--- config.mk ---
export PLATFORM = sky130hd
export DESIGN_NAME = sync_event_arbiter_flat
export DESIGN_NICKNAME = d
export VERILOG_FILES = /design/src/rtl/sync_event_arbiter_if.sv /design/src/rtl/sync_event_arbiter.sv /design/src/flat_wrapper.sv
export SDC_FILE = /design/constraint.sdc
export NUM_CORES = 1
export LEC_CHECK = 0
export ABC_AREA = 1
export CORE_MARGIN = 4
export CORE_UTILIZATION = 35
export CTS_BUF_LIST = sky130_fd_sc_hd__clkbuf_16
export DETAILED_ROUTE_END_ITERATION = 8
export PLACE_DENSITY_LB_ADDON = 0.08
export REMOVE_ABC_BUFFERS = 1
export SYNTH_ARGS = -nofsm -noshare
export SYNTH_HDL_FRONTEND = slang
export SYNTH_SLANG_ARGS = --single-unit
--- constraint.sdc ---
create_clock -name outclk -period 4.16 [get_ports outclk]
set_clock_uncertainty 0.1 [all_clocks]
set_input_delay 1.248 -clock outclk [delete_from_list [all_inputs] [get_ports outclk]]
set_output_delay 1.248 -clock outclk [all_outputs]
set_load 0.005 [all_outputs]
--- src/rtl/sync_event_arbiter_if.sv ---
// Event-arbiter bundle: event pulses and stats clear in, resource handshake and status out.
// The slave side is the arbiter; the master side is the event sources plus the resource.
interface sync_event_arbiter_if #(
  parameter int N_REQ = 4,
  parameter int CNT_W = 8
);
  localparam int ID_W = $clog2(N_REQ);

  logic [N_REQ-1:0] evt_pulse;
  logic             clr_stat;
  logic             done;
  logic             start;
  logic [ID_W-1:0]  grant_id;
  logic             busy;
  logic             timeout;
  logic [N_REQ-1:0] overrun;
  logic [CNT_W-1:0] drop_cnt;

  modport master (
    output evt_pulse, clr_stat, done,
    input  start, grant_id, busy, timeout, overrun, drop_cnt
  );

  modport slave (
    input  evt_pulse, clr_stat, done,
    output start, grant_id, busy, timeout, overrun, drop_cnt
  );
endinterface

--- src/rtl/sync_event_arbiter.sv ---
// Round-robin scheduler sharing one downstream resource between N_REQ event sources,
// with latched pending events, a start/done handshake, a done timeout and overrun stats.
module sync_event_arbiter #(
  parameter int N_REQ       = 4,
  parameter int TIMEOUT_CYC = 255,
  parameter int CNT_W       = 8
) (
  input  logic                 outclk,
  input  logic                 reset_n,
  sync_event_arbiter_if.slave  bus
);
  localparam int ID_W      = $clog2(N_REQ);
  localparam int TM_W      = $clog2(TIMEOUT_CYC + 1);
  localparam int SUM_W     = $clog2(N_REQ + 1);
  localparam int ACC_W     = ((CNT_W > SUM_W) ? CNT_W : SUM_W) + 1;
  localparam int TM_LAST_I = (TIMEOUT_CYC > 1) ? (TIMEOUT_CYC - 2) : 0;

  localparam logic [1:0]       ST_IDLE  = 2'd0;
  localparam logic [1:0]       ST_ISSUE = 2'd1;
  localparam logic [1:0]       ST_WAIT  = 2'd2;
  localparam logic [ID_W-1:0]  LAST_RST = ID_W'(N_REQ - 1);
  localparam logic [CNT_W-1:0] CNT_MAX  = {CNT_W{1'b1}};
  localparam logic [TM_W-1:0]  TM_LAST  = TM_W'(TM_LAST_I);

  logic [1:0]       state_r;
  logic [N_REQ-1:0] pending_r;
  logic [ID_W-1:0]  last_grant_r;
  logic [TM_W-1:0]  timer_r;
  logic [ID_W-1:0]  grant_id_r;
  logic             start_r;
  logic             busy_r;
  logic             timeout_r;
  logic [N_REQ-1:0] overrun_r;
  logic [CNT_W-1:0] drop_cnt_r;

  logic             pick_found_s;
  logic [ID_W-1:0]  pick_s;
  logic [N_REQ-1:0] grant_clr_s;
  logic [N_REQ-1:0] ovr_evt_s;
  logic [SUM_W-1:0] ovr_sum_s;
  logic [ACC_W-1:0] acc_s;
  logic [N_REQ-1:0] overrun_nxt_s;
  logic [CNT_W-1:0] drop_nxt_s;

  // Round-robin pick: first pending requester after last_grant, wrapping around.
  always_comb begin
    logic [ID_W-1:0] idx;
    pick_found_s = 1'b0;
    pick_s       = {ID_W{1'b0}};
    idx          = {ID_W{1'b0}};
    for (int k = 1; k <= N_REQ; k++) begin
      idx          = ID_W'((int'(last_grant_r) + k) % N_REQ);
      pick_s       = (!pick_found_s && pending_r[idx]) ? idx : pick_s;
      pick_found_s = pick_found_s | pending_r[idx];
    end
  end

  // Pending clear mask, overrun detection and saturating drop counter next value.
  always_comb begin
    if ((state_r == ST_IDLE) && pick_found_s) begin
      grant_clr_s = {{(N_REQ-1){1'b0}}, 1'b1} << pick_s;
    end else begin
      grant_clr_s = {N_REQ{1'b0}};
    end
    // The requester being granted this edge may re-pulse without counting as overrun.
    ovr_evt_s = bus.evt_pulse & pending_r & ~grant_clr_s;
    ovr_sum_s = SUM_W'($countones(ovr_evt_s));
    if (bus.clr_stat) begin
      overrun_nxt_s = ovr_evt_s;
      acc_s         = ACC_W'(ovr_sum_s);
    end else begin
      overrun_nxt_s = overrun_r | ovr_evt_s;
      acc_s         = ACC_W'(drop_cnt_r) + ACC_W'(ovr_sum_s);
    end
    if (acc_s > ACC_W'(CNT_MAX)) begin
      drop_nxt_s = CNT_MAX;
    end else begin
      drop_nxt_s = acc_s[CNT_W-1:0];
    end
  end

  // Pending latch and sticky overrun statistics.
  always_ff @(posedge outclk) begin
    if (!reset_n) begin
      pending_r  <= {N_REQ{1'b0}};
      overrun_r  <= {N_REQ{1'b0}};
      drop_cnt_r <= {CNT_W{1'b0}};
    end else begin
      pending_r  <= bus.evt_pulse | (pending_r & ~grant_clr_s);
      overrun_r  <= overrun_nxt_s;
      drop_cnt_r <= drop_nxt_s;
    end
  end

  // Grant FSM with registered start/timeout pulses and busy flag.
  always_ff @(posedge outclk) begin
    if (!reset_n) begin
      state_r      <= ST_IDLE;
      last_grant_r <= LAST_RST;
      timer_r      <= {TM_W{1'b0}};
      grant_id_r   <= {ID_W{1'b0}};
      start_r      <= 1'b0;
      busy_r       <= 1'b0;
      timeout_r    <= 1'b0;
    end else begin
      start_r   <= 1'b0;
      timeout_r <= 1'b0;
      case (state_r)
        ST_IDLE: begin
          if (pick_found_s) begin
            grant_id_r <= pick_s;
            start_r    <= 1'b1;
            busy_r     <= 1'b1;
            state_r    <= ST_ISSUE;
          end
        end
        ST_ISSUE: begin
          timer_r <= {TM_W{1'b0}};
          state_r <= ST_WAIT;
        end
        ST_WAIT: begin
          // done wins over a timeout landing in the same cycle.
          if (bus.done) begin
            last_grant_r <= grant_id_r;
            busy_r       <= 1'b0;
            state_r      <= ST_IDLE;
          end else if (timer_r == TM_LAST) begin
            timeout_r    <= 1'b1;
            last_grant_r <= grant_id_r;
            busy_r       <= 1'b0;
            state_r      <= ST_IDLE;
          end else begin
            timer_r <= timer_r + TM_W'(1);
          end
        end
        default: begin
          busy_r  <= 1'b0;
          state_r <= ST_IDLE;
        end
      endcase
    end
  end

  assign bus.start    = start_r;
  assign bus.grant_id = grant_id_r;
  assign bus.busy     = busy_r;
  assign bus.timeout  = timeout_r;
  assign bus.overrun  = overrun_r;
  assign bus.drop_cnt = drop_cnt_r;
endmodule
--- src/flat_wrapper.sv ---
// flat-port wrapper written by rule: the top's interface ports become plain ports
module sync_event_arbiter_flat 
#(
  parameter int N_REQ       = 4,
  parameter int TIMEOUT_CYC = 255,
  parameter int CNT_W       = 8
)
  (outclk, reset_n, bus_evt_pulse, bus_clr_stat, bus_done, bus_start, bus_grant_id, bus_busy, bus_timeout, bus_overrun, bus_drop_cnt);
  sync_event_arbiter_if #(.N_REQ(N_REQ), .CNT_W(CNT_W)) bus_i ();
  input  logic outclk;
  input  logic reset_n;
  input wire logic [$bits(bus_i.evt_pulse)-1:0] bus_evt_pulse;
  input wire logic [$bits(bus_i.clr_stat)-1:0] bus_clr_stat;
  input wire logic [$bits(bus_i.done)-1:0] bus_done;
  output wire logic [$bits(bus_i.start)-1:0] bus_start;
  output wire logic [$bits(bus_i.grant_id)-1:0] bus_grant_id;
  output wire logic [$bits(bus_i.busy)-1:0] bus_busy;
  output wire logic [$bits(bus_i.timeout)-1:0] bus_timeout;
  output wire logic [$bits(bus_i.overrun)-1:0] bus_overrun;
  output wire logic [$bits(bus_i.drop_cnt)-1:0] bus_drop_cnt;
  assign bus_i.evt_pulse = bus_evt_pulse;
  assign bus_i.clr_stat = bus_clr_stat;
  assign bus_i.done = bus_done;
  assign bus_start = bus_i.start;
  assign bus_grant_id = bus_i.grant_id;
  assign bus_busy = bus_i.busy;
  assign bus_timeout = bus_i.timeout;
  assign bus_overrun = bus_i.overrun;
  assign bus_drop_cnt = bus_i.drop_cnt;
  sync_event_arbiter #(.N_REQ(N_REQ), .TIMEOUT_CYC(TIMEOUT_CYC), .CNT_W(CNT_W)) u_core (.outclk(outclk), .reset_n(reset_n), .bus(bus_i));
endmodule
# == After elaboration in Yosys (flattened, before gate mapping) ==
# Cells that the tools add are included.
# word_totals
reg_bits,33
ram_bits,0
latchBits,0
mem_bits_ro,0
mem_count,0
# op_classes
addsub,9
n_mux,31
n_reduce_logical,17
magnitude_cmp,5
shift,1
bitwise_logic,12
multipliers,0
n_div,0
eq_ne,7
# ops
cell,count
8-bit two-way mux,3
2-bit two-way mux,9
8-bit case mux with 2 select lines,1
4-bit AND,3
"2-bit by 3-bit less-than comparator with 1-bit output, second input constant",4
8-bit by 3-bit adder with 9-bit output,1
"9-bit by 8-bit greater-than comparator with 1-bit output, second input constant",1
1-bit two-way mux,9
9-bit two-way mux,1
"8-bit by 1-bit adder with 8-bit output, second input constant",1
1-bit binary-select mux with 2-bit select,4
"8-bit == test, second input constant",1
4-bit two-way mux,2
4-bit bitwise OR,2
2-bit AND reduction,4
2-bit case mux with 3 select lines,1
3-bit AND reduction,2
1-bit by 1-bit adder with 2-bit output,2
"2-bit by 1-bit adder with 2-bit output, second input constant",2
"2-bit adder, second input constant",2
1-bit logical AND,4
"2-bit inequality test, second input constant",2
4-bit NOT,1
2-bit nonzero test,2
12 further kinds,18

# == Logic depth before layout (Yosys ltp) ==
# depth
word_depth,18
mapped_depth,25

# == Worst setup path after synthesis ==
# OpenSTA, ideal clock, no wires.
# synth_path
path_kind,input to register
startpoint,input port bus_evt_pulse[2]
endpoint,register u_core.drop_cnt_r[0] (netlist: u_core.bus.drop_cnt[0])
t_required_ns,3.965
path_slack_ns,0.379
path_buffers,0
arrival_ns,3.586
setup_time_ns,0.095
path_stages,11
path_cell_list,inv_1 -> nor2_1 -> ha_1 -> ha_1 -> fa_1 -> inv_1 -> fa_1 -> or2_2 -> nand2_1 -> nand3_1 -> a221oi_1
# synth_between
elab_chain_len,8
# synth_rtl
element,line,text
"start, declared",flat_wrapper.sv:12,input wire logic [$bits(bus_i.evt_pulse)-1:0] bus_evt_pulse;
4-bit AND (*) (2 in series),sync_event_arbiter.sv:66,ovr_evt_s = bus.evt_pulse & pending_r & ~grant_clr_s;
1-bit by 1-bit adder with 2-bit output (implied by the code) (*),sync_event_arbiter.sv:67,ovr_sum_s = SUM_W'($countones(ovr_evt_s));
3-bit adder (implied by the code) (*),sync_event_arbiter.sv:67,
8-bit by 3-bit adder with 9-bit output,sync_event_arbiter.sv:73,acc_s = ACC_W'(drop_cnt_r) + ACC_W'(ovr_sum_s);
9-bit two-way mux (*),sync_event_arbiter.sv:68,if (bus.clr_stat) begin
9-bit by 8-bit greater-than comparator with 1-bit output,sync_event_arbiter.sv:75,if (acc_s > ACC_W'(CNT_MAX)) begin
8-bit two-way mux (*),sync_event_arbiter.sv:75,
"end signal, assigned",sync_event_arbiter.sv:87,drop_cnt_r <= {CNT_W{1'b0}};
"end signal, assigned",sync_event_arbiter.sv:91,drop_cnt_r <= drop_nxt_s;
"end, declared",sync_event_arbiter.sv:34,logic [CNT_W-1:0] drop_cnt_r;
# Every way passes the cells marked *; elsewhere a longest branch is shown, timed or not.
# A chain may end at the register's enable or synchronous reset.

# == Worst setup path in the final report ==
# layout_path
startpoint,input port bus_evt_pulse[0]
endpoint,register u_core.drop_cnt_r[4] (netlist: u_core.bus.drop_cnt[4])
# The elaborated chain is that of the path after synthesis.

==> flow_summary.json <==
{
  "area_growth_pct": 28.42,
  "antenna_cells": 0,
  "critPathBufInv": 4,
  "rr_endpoint": "u_core.bus.drop_cnt[4]",
  "p_switching_uw": 304.3,
  "gp_congestion": 0.7506,
  "core_area_um2": 5205,
  "syn-instance-count": 267,
  "combPwrFrac_pct": 26.8,
  "worstPathArrival_ns": 4.09,
  "synth_seq_area_share_pct": 34.42,
  "grt.overflow.total": 0,
  "max_freq_mhz": 251.0,
  "hp-start": "u_core.bus.overrun[3]",
  "cp_cell_sequence": "clkdlybuf4s50_1 > inv_1 > nor2_1 > ha_1 > ha_1 > fa_1 > inv_2 > fa_2 > or2_4 > nand2_2 > buf_4 > nand2_1 > xor2_1 > a21oi_1",
  "num-nets-final": 322,
  "routed_wl_um": 3932,
  "sw_frac_of_total_pct": 31.05,
  "ctsHoldBuffers": 0,
  "min_path_cells": 2,
  "clk_pin_slew_ns": 0.06,
  "clk_latency_ns": 0.27,
  "ys_ff_latch": 33,
  "wl_per_cell_um": 10.49,
  "tightest_slew_ns": 0.2388,
  "final_core_util_pct": 47.36,
  "fin_cells": 375,
  "crit_path_frequent_cell": "ha_1",
  "antenna_found_initial": 0,
  "final_common_cell": "nand2_1",
  "hold_end": "u_core.bus.overrun[3]",
  "die_w_um": 82.05,
  "rr_startpoint": "u_core.last_grant_r[0]",
  "r2r_cells": 24,
  "cp_slowest_stage_delay_ns": 0.56,
  "dieArea_um2": 6732,
  "rsz0062_at_grt": "false",
  "cts-root-buf": "clkbuf_16",
  "cp.required_ns": 4.27,
  "pin_count": 25,
  "syn-cell-area_um2": 1919,
  "setup_viol": 0,
  "syn_avg_cell_area_um2": 7.189,
  "hold_viol": 0,
  "fillers": 556,
  "dp.cells": 366,
  "cts_buffer_depth": 2,
  "crit_path_max_fanout": 3,
  "criticalPathCategory": "in2reg",
  "p_int_uw": 675.7,
  "dp.final_hpwl_um": 3101,
  "power.share.clock_pct": 35.8,
  "cts_tree": "done",
  "maxSlewViolCount": 0,
  "slowest_stage": "fa_1",
  "h-tree-depth": 2,
  "synth_cell_types": 35,
  "layout-drive-gt1-share_pct": 22.30,
  "num_vias": 1680,
  "powerDensity_nw_per_um2": 397.6,
  "drtIter0Drc": 55,
  "layout_min_cycle_time_ns": 3.985,
  "grt_pass1_vias": 1650,
  "track_usage_pct": 13.26,
  "cp-end-kind": "flop",
  "grt_max_degree": 14,
  "setup_tns_ns": 0,
  "drc": 0,
  "startpoint_type": "input pin",
  "pwr-share-seq_pct": 37.4,
  "rows": 26,
  "io_buffer_count": 24,
  "cp_top_family": "adder cells",
  "ys.warnings.count": 0,
  "status": "finished clean",
  "start_util_pct": 36.88,
  "relSlewSlack_pct": 83.99,
  "ant_nets": 0,
  "dr.pass1.iters": 4,
  "reg2reg_slack_ns": 0.31,
  "die_h_um": 82.05,
  "vias_per_cell": 4.480,
  "grt_pass1_wl_um": 7044,
  "startpoint": "bus_evt_pulse[0]",
  "cap_violations": 0,
  "final_cell_mix": "nand2_1 (52), inv_1 (40), dfxtp_1 (31), nor2_1 (24), clkdlybuf4s50_1 (23)",
  "power_leakage_uw": 0.001130,
  "period_share_pct": 95.79,
  "cts_buffers": 5,
  "hp-class": "reg2reg",
  "peakVddDrop_uv": 220.2,
  "cts_sinks": 33
}
## cell usage after synthesis, drive strengths merged
master | n | area [um^2]
ha | 8 | 100.1
dfxtp | 33 | 660.6
nor2 | 28 | 122.6
a41oi | 1 | 8.760
and3 | 1 | 6.260
fa | 2 | 40.04
or2 | 2 | 12.51
nand2 | 75 | 356.6
nand4 | 3 | 18.77
o22ai | 1 | 6.260
nor3 | 4 | 25.02
o21ai | 11 | 55.05
a221oi | 2 | 17.52
a31oi | 1 | 6.260
inv | 48 | 182.7
nand3 | 17 | 100.1
a22oi | 1 | 7.510
xnor2 | 2 | 17.52
o211ai | 2 | 15.01
a21oi | 16 | 95.09
buf | 2 | 16.26
nor4 | 1 | 6.260
xor2 | 4 | 35.03
clkbuf | 2 | 7.510
## cells by family (layout without fill, tap and decap cells)
logic type	after synthesis	in the layout	synth area share [%]
xor gates and xnor gates	6	6	2.738
DFF	33	33	34.42
buffers and inverters	52	90	10.76
AOI/OAI and AO/OA	35	35	11.02
and+or+nand+nor	131	131	33.77
adders and majority gates	10	10	7.301
## power groups by stage
stage / Combinational (uW) / Clock (uW) / Sequential (uW)
6_report: 263 / 351 / 367
5_1_grt: 300 / 379 / 371
4_1_cts: 263 / 364 / 367
3_5_place_dp: 262 / 0 / 373
3_3_place_gp: 263 / 0 / 374
2_1_floorplan: 176 / 0 / 370
## what timing repair did
| item | 4_1_cts | 5_1_grt |
|---|---|---|
| resized for setup | 0 | 11 |
| endpoints found under the setup margin | 0 | 8 |
| buffers inserted | 0 | 1 |
## final cells by class
type	instances	area (um^2)	area share (%)
multi-input cells	182	1071	43.45
flip-flops and latches	33	663.1	26.90
repair buffers	34	317.8	12.89
inverters	48	182.7	7.411
clock buffers	5	125.1	5.076
well taps	70	87.58	3.553
clock inverters	3	17.52	0.7107
## through the flow
step / hold WS [ns] / cell area, um^2 / setup slack, ns / total power, uW
2_1_floorplan: 0.3508 / 1896 / 0.3789 / 546.3
3_3_place_gp: 0.3463 / 2291 / -0.2411 / 636.5
6_report: 0.3615 / 2465 / 0.1752 / 980.0
5_1_grt: 0.3897 / 2465 / 0.007811 / 1050
4_1_cts: 0.3613 / 2434 / 0.0007270 / 993.1
3_5_place_dp: 0.3508 / 2291 / -0.2746 / 635.1
## registers in the layout, indices dropped and copies added (netlist names)
signal,cells
u_core.bus.start,1
u_core.timer_r,8
u_core.bus.overrun,4
u_core.pending_r,4
u_core.state_r,2
u_core.bus.grant_id,2
u_core.bus.busy,1
u_core.last_grant_r,2
u_core.bus.timeout,1
u_core.bus.drop_cnt,8
## worst max-delay path by stage
stage	to	slack, ns	cells after the start
2_1_floorplan	u_core.bus.drop_cnt[0]	0.38	11
3_3_place_gp	u_core.bus.drop_cnt[1]	-0.24	12
3_5_place_dp	u_core.bus.drop_cnt[0]	-0.27	12
4_1_cts	u_core.bus.drop_cnt[0]	0.0007	12
5_1_grt	u_core.bus.drop_cnt[4]	0.008	14
6_report	u_core.bus.drop_cnt[4]	0.18	14
## layer usage
| layer | GRT usage, % | wire length (um) | vias to the layer above |
|---|---|---|---|
| met1 | 17.11 | 2005 | 742 |
| met3 | 2.632 | 76 | 4 |
| met2 | 21.89 | 1807 | 15 |
| met5 | 0 | 0 | - |
| li1 | - | - | 919 |
| met4 | 4.651 | 42 | 0 |
## worst min-delay path, cell delays in order (launching register included)
cell and delay (ns):
dfxtp_1 0.30, inv_1 0.05, o21ai_1 0.06
Power figures use the tool's default switching activity.
